**src/rtl/sqrt_pkg.sv**
```systemverilog
// rtl/sqrt_pkg.sv - shared constants and state type for the integer square-root unit
package sqrt_pkg;

    localparam int SQRT_IN_W  = 32;
    localparam int SQRT_OUT_W = SQRT_IN_W / 2;

    typedef enum logic [1:0] {
        LOAD = 2'd0,
        CALC = 2'd1,
        HOLD = 2'd2
    } sqrt_state_t;

endpackage

```
**src/rtl/sqrt_step.sv**
```systemverilog
// rtl/sqrt_step.sv - one combinational restoring digit-by-digit square-root iteration
//
// Ports:
//   rem       partial remainder before this step (OUT_W+2 bits)
//   root      partial root before this step (OUT_W bits)
//   pair      next two radicand bits, most significant pair first
//   rem_next  partial remainder after this step
//   root_next partial root after this step
module sqrt_step
    import sqrt_pkg::*;
#(
    parameter int OUT_W = SQRT_OUT_W
) (
    input  logic [OUT_W+1:0] rem,
    input  logic [OUT_W-1:0] root,
    input  logic [1:0]       pair,
    output logic [OUT_W+1:0] rem_next,
    output logic [OUT_W-1:0] root_next
);

    logic [OUT_W+1:0] r_shift;
    logic [OUT_W+1:0] trial;

    // The remainder never exceeds twice the partial root, so the two bits
    // dropped by the shift are always zero before the final step.
    assign r_shift = {rem[OUT_W-1:0], pair};
    assign trial   = {root, 2'b01};

    always_comb begin
        if (r_shift >= trial) begin
            rem_next  = r_shift - trial;
            root_next = {root[OUT_W-2:0], 1'b1};
        end else begin
            rem_next  = r_shift;
            root_next = {root[OUT_W-2:0], 1'b0};
        end
    end

endmodule

```
**src/rtl/sqrt.sv**
```systemverilog
// rtl/sqrt.sv - free-running sequential floor(sqrt) unit, one result bit per clock
//
// Optional build macro: SQRT_REMAINDER_EN adds rem_out = operand - num_out^2.
//
// Ports:
//   clk           system clock, rising edge
//   rst           synchronous active-high reset
//   num_in        unsigned radicand, sampled continuously
//   num_out       registered floor(sqrt(operand)), written only on the final iteration
//   dataready_out high while num_out is valid for the current num_in
//   rem_out       (SQRT_REMAINDER_EN only) final remainder, valid with dataready_out
module sqrt
    import sqrt_pkg::*;
#(
    parameter int IN_W = SQRT_IN_W
) (
    input  logic                clk,
    input  logic                rst,
    input  logic [IN_W-1:0]     num_in,
    output logic [IN_W/2-1:0]   num_out,
`ifdef SQRT_REMAINDER_EN
    output logic [IN_W/2:0]     rem_out,
`endif
    output logic                dataready_out
);

    localparam int OUT_W = IN_W / 2;
    localparam int CW    = $clog2(OUT_W);

    sqrt_state_t      state, state_n;
    logic [IN_W-1:0]  operand, operand_n;
    logic [OUT_W+1:0] rem, rem_n;
    logic [OUT_W-1:0] root, root_n;
    logic [CW-1:0]    cnt, cnt_n;
    logic [OUT_W-1:0] num_out_n;
    logic             ready_n;
    logic [1:0]       pair;
    logic [OUT_W+1:0] step_rem;
    logic [OUT_W-1:0] step_root;
`ifdef SQRT_REMAINDER_EN
    logic [OUT_W:0]   rem_out_n;
`endif

    // Iteration cnt consumes radicand bits [2i+1:2i] with i = OUT_W-1-cnt.
    always_comb begin
        pair = 2'b00;
        for (int k = 0; k < OUT_W; k++) begin
            if (cnt == CW'(k)) begin
                pair = operand[2*(OUT_W-1-k) +: 2];
            end
        end
    end

    sqrt_step #(
        .OUT_W     (OUT_W)
    ) u_step (
        .rem       (rem),
        .root      (root),
        .pair      (pair),
        .rem_next  (step_rem),
        .root_next (step_root)
    );

    always_comb begin
        state_n   = state;
        operand_n = operand;
        rem_n     = rem;
        root_n    = root;
        cnt_n     = cnt;
        num_out_n = num_out;
        ready_n   = dataready_out;
`ifdef SQRT_REMAINDER_EN
        rem_out_n = rem_out;
`endif
        // Any reload keeps num_out; only dataready_out is withdrawn.
        if (state == LOAD || num_in != operand) begin
            operand_n = num_in;
            rem_n     = '0;
            root_n    = '0;
            cnt_n     = '0;
            ready_n   = 1'b0;
            state_n   = CALC;
        end else if (state == CALC) begin
            rem_n  = step_rem;
            root_n = step_root;
            cnt_n  = cnt + CW'(1);
            if (cnt == CW'(OUT_W-1)) begin
                num_out_n = step_root;
                ready_n   = 1'b1;
                state_n   = HOLD;
`ifdef SQRT_REMAINDER_EN
                rem_out_n = step_rem[OUT_W:0];
`endif
            end
        end
    end

    always_ff @(posedge clk) begin
        if (rst) begin
            state         <= LOAD;
            operand       <= '0;
            rem           <= '0;
            root          <= '0;
            cnt           <= '0;
            num_out       <= '0;
            dataready_out <= 1'b0;
`ifdef SQRT_REMAINDER_EN
            rem_out       <= '0;
`endif
        end else begin
            state         <= state_n;
            operand       <= operand_n;
            rem           <= rem_n;
            root          <= root_n;
            cnt           <= cnt_n;
            num_out       <= num_out_n;
            dataready_out <= ready_n;
`ifdef SQRT_REMAINDER_EN
            rem_out       <= rem_out_n;
`endif
        end
    end

endmodule

```
**config.mk**
```make
export PLATFORM = sky130hd
export DESIGN_NAME = sqrt
export DESIGN_NICKNAME = d
export VERILOG_FILES = /design/src/rtl/sqrt_pkg.sv /design/src/rtl/sqrt_step.sv /design/src/rtl/sqrt.sv
export SDC_FILE = /design/constraint.sdc
export NUM_CORES = 1
export LEC_CHECK = 0
export ABC_CLOCK_PERIOD_IN_PS = 4590
export CAP_MARGIN = 25
export CORE_UTILIZATION = 57
export CTS_CLUSTER_DIAMETER = 60
export CTS_CLUSTER_SIZE = 12
export DETAILED_ROUTE_END_ITERATION = 10
export PLACE_DENSITY = 0.8
export SYNTH_ARGS = -nofsm -noshare
export SYNTH_HDL_FRONTEND = slang
export SYNTH_SLANG_ARGS = --single-unit
```
**constraint.sdc**
```tcl
create_clock -name clk -period 4.59 [get_ports clk]
set_input_delay 0.918 -clock clk [delete_from_list [all_inputs] [get_ports clk]]
set_output_delay 0.918 -clock clk [all_outputs]
set_load 0.03 [all_outputs]
```
# Yosys cells after proc, flatten, opt, wreduce, memory -nomap -nowiden
# Cells that the tools add are included.
[op_classes] n_shift=0 eq_ne=17 n_mux=21 add_sub_neg=2 n_div=0 n_reduce_logical=9 multipliers=0 bitwise=1 n_lt_le_gt_ge=1
[op_table] operator="$eq 4x4->1 const B" count=8
[op_table] operator="$mux 2" count=16
[op_table] operator="$ne 32x32->1" count=1
[op_table] operator="$ge 18x18->1" count=1
[op_table] operator="$eq 4x3->1 const B" count=4
[op_table] operator="$mux 16" count=1
[op_table] operator="$sub 16x16->16" count=1
[op_table] operator="$eq 4x2->1 const B" count=2
[op_table] operator="$add 4x1->4 const B" count=1
[op_table] operator="$eq 4x1->1 const B" count=1
[op_table] operator="$logic_not 4->1" count=1
[op_table] operator="$mux 1" count=4
[op_table] operator="$reduce_and 2->1" count=2
[op_table] operator="$reduce_bool 2->1" count=2
[op_table] operator="$reduce_and 3->1" count=1
[op_table] operator="$eq 2x1->1 const B" count=1
[op_table] operator="$logic_not 2->1" count=1
[op_table] operator="$reduce_or 2->1" count=1
[op_table] operator="$logic_or 1x1->1" count=1
[op_table] operator="$not 1->1" count=1
[word_totals] input_bits=34 latch_bits=0 romBits=0 ram_bits=0 register_bits=86 word_cells=58 memories=0

# Logic depth before layout (Yosys ltp)
[logic_depth] ltp_word=19 depth_mapped=19 ltp_nobuf=17

# By module
# Synthesis repeated with hierarchy kept, for this count alone.
[unflattened] hier_cells=610 area_unflattened_um2=5128.7
[modules_own_cells] mod="sqrt" area_per_inst_um2=3756.1 cells_each=427 instances=1
[modules_own_cells] mod="sqrt_step" area_per_inst_um2=1372.6 cells_each=183 instances=1

# Worst setup path after synthesis
# No wires, ideal clock.
[synth_path] kind="register to register" from="register cnt[0]" to="register rem[1]" slack_ps=1012 period_less_slack_ps=3578 arrival_ps=3499 path_buffers=3 path_stages_with_launch=20 cell_sequence="dfxtp_1 > inv_1 > ha_1 > buf_4 > buf_4 > o311ai_0 > a32oi_1 > o21ai_2 > o2bb2ai_4 > ha_1 > nor2b_1 > o21ai_1 > a21oi_1 > a211oi_2 > o2111ai_2 > a31oi_4 > buf_2 > mux2i_1 > nor2_1 > nor3_1"
[synth_between] elab_chain_cells=19 elab_cells_between_ends=35
[synth_lines] item="from (decl)" line="sqrt.sv:34" text="logic [CW-1:0] cnt, cnt_n;"
[synth_lines] item="from (signal assigned)" line="sqrt.sv:115" text="cnt <= cnt_n;"
[synth_lines] item="$logic_not 4->1" line="sqrt.sv:48" text="if (cnt == CW'(k)) begin"
[synth_lines] item="$mux 2 (15 in a row)" line="sqrt.sv:48"
[synth_lines] item="$mux 2 *" line="sqrt.sv:48"
[synth_lines] item="$sub 16x16->16 or $ge 18x18->1 (tied branches)" line="sqrt_step.sv:31, sqrt_step.sv:30"
[synth_lines] item="$mux 16 *" line="sqrt_step.sv:30" text="if (r_shift >= trial) begin"
[synth_lines] item="to (signal assigned)" line="sqrt.sv:113" text="rem <= rem_n;"
[synth_lines] item="to (decl)" line="sqrt.sv:32" text="logic [OUT_W+1:0] rem, rem_n;"
# Mark *: on every way between the ends. The rest lies on a longest branch, timed or not.
# A chain may end at the register's enable or synchronous reset.

# Worst setup path in the final report
# Same ends and word-level chain as after synthesis.

==> run_results.csv <==
group,metric,value,unit
clock_tree,post_cts_buffers,0,
drt,dr.pass1.iters,5,
clock_tree,cts_tree,"built",
placed_design,gp_congestion,0.935,
synthesis,post_synth.cell_area_avg,8.33,um^2
timing,finalSetupViolations,0,
clock_tree,cts_buffers,9,
placed_design,io_buffers,50,
grt,grt_pass1_vias,3897,
synthesis,synth_largest_area_cell,"dfxtp_1",
synthesis,synth_edf_count,0,
setup_path,critPathBufInv,2,
synthesis,synth_seq_area_share,36.3,%
setup_path,critPathKind,"reg2reg",
synthesis,async_reset_ff_share,0,%
clock_tree,cts_num_sinks,86,
power,peakVddDrop,0.000196,V
layout,finalInstanceArea,5540,um^2
timing,fin_setup_tns,0,ns
clock_tree,cts_buffer_depth,2,
grt,grt_pass1_wl,19000,um
synthesis,synthTopCellsByArea,"dfxtp_1, xor2_1, a21oi_1",
floorplan,fp.dieArea,8690,um^2
placed_design,placed_cell_area,5280,um^2
layout,fill_cells,644,
floorplan,rows,32,
drt,drt_iter0_markers,327,
power,p_per_area,292,nW/um^2
clock_tree,cts.repair.resized,0,
synthesis,yosys_warnings,0,
synthesis,yosysMostFrequentCell,"dfxtp_1",
drt,drc_errors,0,
drt,vias_per_cell,5.80,
layout,final_util,70.2,%
worst_hold_path,min_path_type,"reg2reg",
setup_path,worst_path_max_delay_cell,"ha_1",
timing,worst_pin_slew,0.928,ns
setup_path,cp_cell_sequence,"inv_1 -> ha_1 -> a21oi_1 -> a221oi_2 -> o22ai_1 -> o221a_2 -> a2bb2oi_4 -> ha_1 -> nor2b_1 -> o21ai_1 -> a21oi_1 -> a211oi_2 -> o2111ai_2 -> a31oi_4 -> buf_4 -> mux2i_1 -> nor2_1 -> nor3_1",
synthesis,yosysTopAreaCellShare,36.3,%
job,cap_viol_max_count,0,
clock_tree,root_buffer,"clkbuf_8",
timing,rsz0062_at_grt,"no",
timing,whs,0.464,ns
clock_tree,ctsHoldBuffers,0,
timing,final_hold_viol_count,0,
drt,ant_nets,0,
layout,drive_above_1_share,7.68,%
floorplan,die_h,93.2,um
clock_tree,cts.htree.levels,3,
setup_path,crit_family,"compound AO/OA/AOI/OAI gates",
layout,layout.nets,663,
timing,fmax,238,MHz
floorplan,die_w,93.2,um
synthesis,synth_common_cells,"dfxtp_1, nor2_1, a21oi_1",
setup_path,arrival,4.51,ns
drt,post_drt_wl_per_cell,15.8,um
power,static-leakage-power,2.13,nW
floorplan,num_io_pins,51,
setup_path,start_kind,"flop",
timing,slew-limit-headroom,38.0,%
setup_path,crit_path_end_kind,"flop",
floorplan,core-area,7890,um^2
layout,diodes,0,
power,power.total,1.62,mW
run_status,status,"finished, final reports clean",
timing,period_share,91.6,%
layout,syn_to_final_growth,16.8,%
floorplan,initial_core_util,60.1,%
grt,grt_max_degree,51,
timing,min_period,4.21,ns
grt,antenna_found_initial,0,
clock_tree,clk_pin_slew,0.10,ns
synthesis,synth_area,4740,um^2
timing,finClkSkew,0.0131,ns
grt,grt_usage,27.8,%
timing,slew_viol_final,0,
synthesis,synth_cell_types,66,
clock_tree,clock_latency,0.38,ns
synthesis,ys_ff_latch,86,
setup_path,cp.required,4.89,ns
setup_path,critPathMaxStageDelay,0.46,ns
synthesis,syn_inst,569,
grt,overflow,0,
drt,route.vias.total,4139,
setup_path,rrSetupSlack,0.38,ns
drt,drt_wl_total,11300,um
setup_path,cp_max_fo,19,
placed_design,dp_hpwl,8100,um
synthesis,synth_ff_type,"dfxtp_1",
synthesis,synth_nets,625,
## area by class of cell
| class | count | area [um^2] | share of cell area (%) |
|---|---|---|---|
| Multi-Input combinational cell | 423 | 2770 | 50.1 |
| Timing Repair Buffer | 55 | 538 | 9.72 |
| Clock inverter | 7 | 130 | 2.35 |
| Tap cell | 102 | 128 | 2.31 |
| Clock buffer | 9 | 124 | 2.24 |
| Sequential cell | 86 | 1720 | 31.1 |
| Inverter | 32 | 120 | 2.17 |
## metrics by stage
step,worst slack (ns),std cells
after floorplan,1.01,569
after global placement,0.587,698
after detailed placement,0.351,698
after CTS,0.255,714
after global routing,0.0465,714
final,0.385,714
## layer usage
metal  vias to the layer above  GRT usage (%)  wire length, um
met5                         -              0                0
met4                         0           8.59              163
met3                        16           5.69              778
met2                       124           43.3             5000
met1                      1974           38.6             5370
li1                       2025              -                -
## registers in the layout, summed over array words and instances, names as in the netlist
| register | count |
|---|---|
| root | 16 |
| rem | 16 |
| num_out | 16 |
| operand | 32 |
| state | 2 |
| cnt | 4 |
## tightest hold or removal path, stage by stage (launching register included)
cell     delay, ns
dfxtp_1       0.32
nand2_1       0.05
a21oi_1       0.05
## placed cells by master, fill, tap and decap left out, drive strengths merged, types with 2 or more instances in the layout
cell type / count
a211o: 2
a211oi: 9
a21boi: 3
a21o: 8
a21oi: 60
a221oi: 6
a31oi: 5
and3: 4
buf: 5
bufinv: 3
clkbuf: 9
clkdlybuf4s50: 50
clkinv: 2
dfxtp: 86
ha: 22
inv: 34
mux2i: 4
nand2: 56
nand2b: 4
nand3: 7
nand3b: 5
nand4: 5
nor2: 71
nor2b: 40
nor3: 9
nor3b: 2
nor4: 9
o211a: 2
o21a: 4
o21ai: 14
o221ai: 2
o22ai: 2
o311a: 3
xnor2: 8
xor2: 37
## path summary, 6_finish.rpt
check                             start                    end  cells after the start
setup / recovery    cnt[0]$_SDFFE_PP0P_    rem[1]$_SDFFE_PP0P_                     18
hold / removal    root[15]$_SDFFE_PP0P_  root[15]$_SDFFE_PP0P_                      2
setup reg to reg    cnt[0]$_SDFFE_PP0P_    rem[1]$_SDFFE_PP0P_                     18
hold reg to reg   root[15]$_SDFFE_PP0P_  root[15]$_SDFFE_PP0P_                      2
## report_power, final
group	total [mW]	switching, mW	internal, mW
clock	0.684	0.313	0.371
sequential	0.775	0.0142	0.761
combinational	0.157	0.0774	0.0794
## cells by family (layout without fill, tap and decap cells)
group,Yosys count,after routing,share of synthesized area [%]
flops,86,86,36.3
simple gates,217,217,22.4
mux,5,5,1.08
xor+xnor,45,45,8.31
fa+ha+maj,22,22,5.81
buf+inv,60,103,5.28
compound gates,134,134,20.8
(Power assumes the default switching activity.)
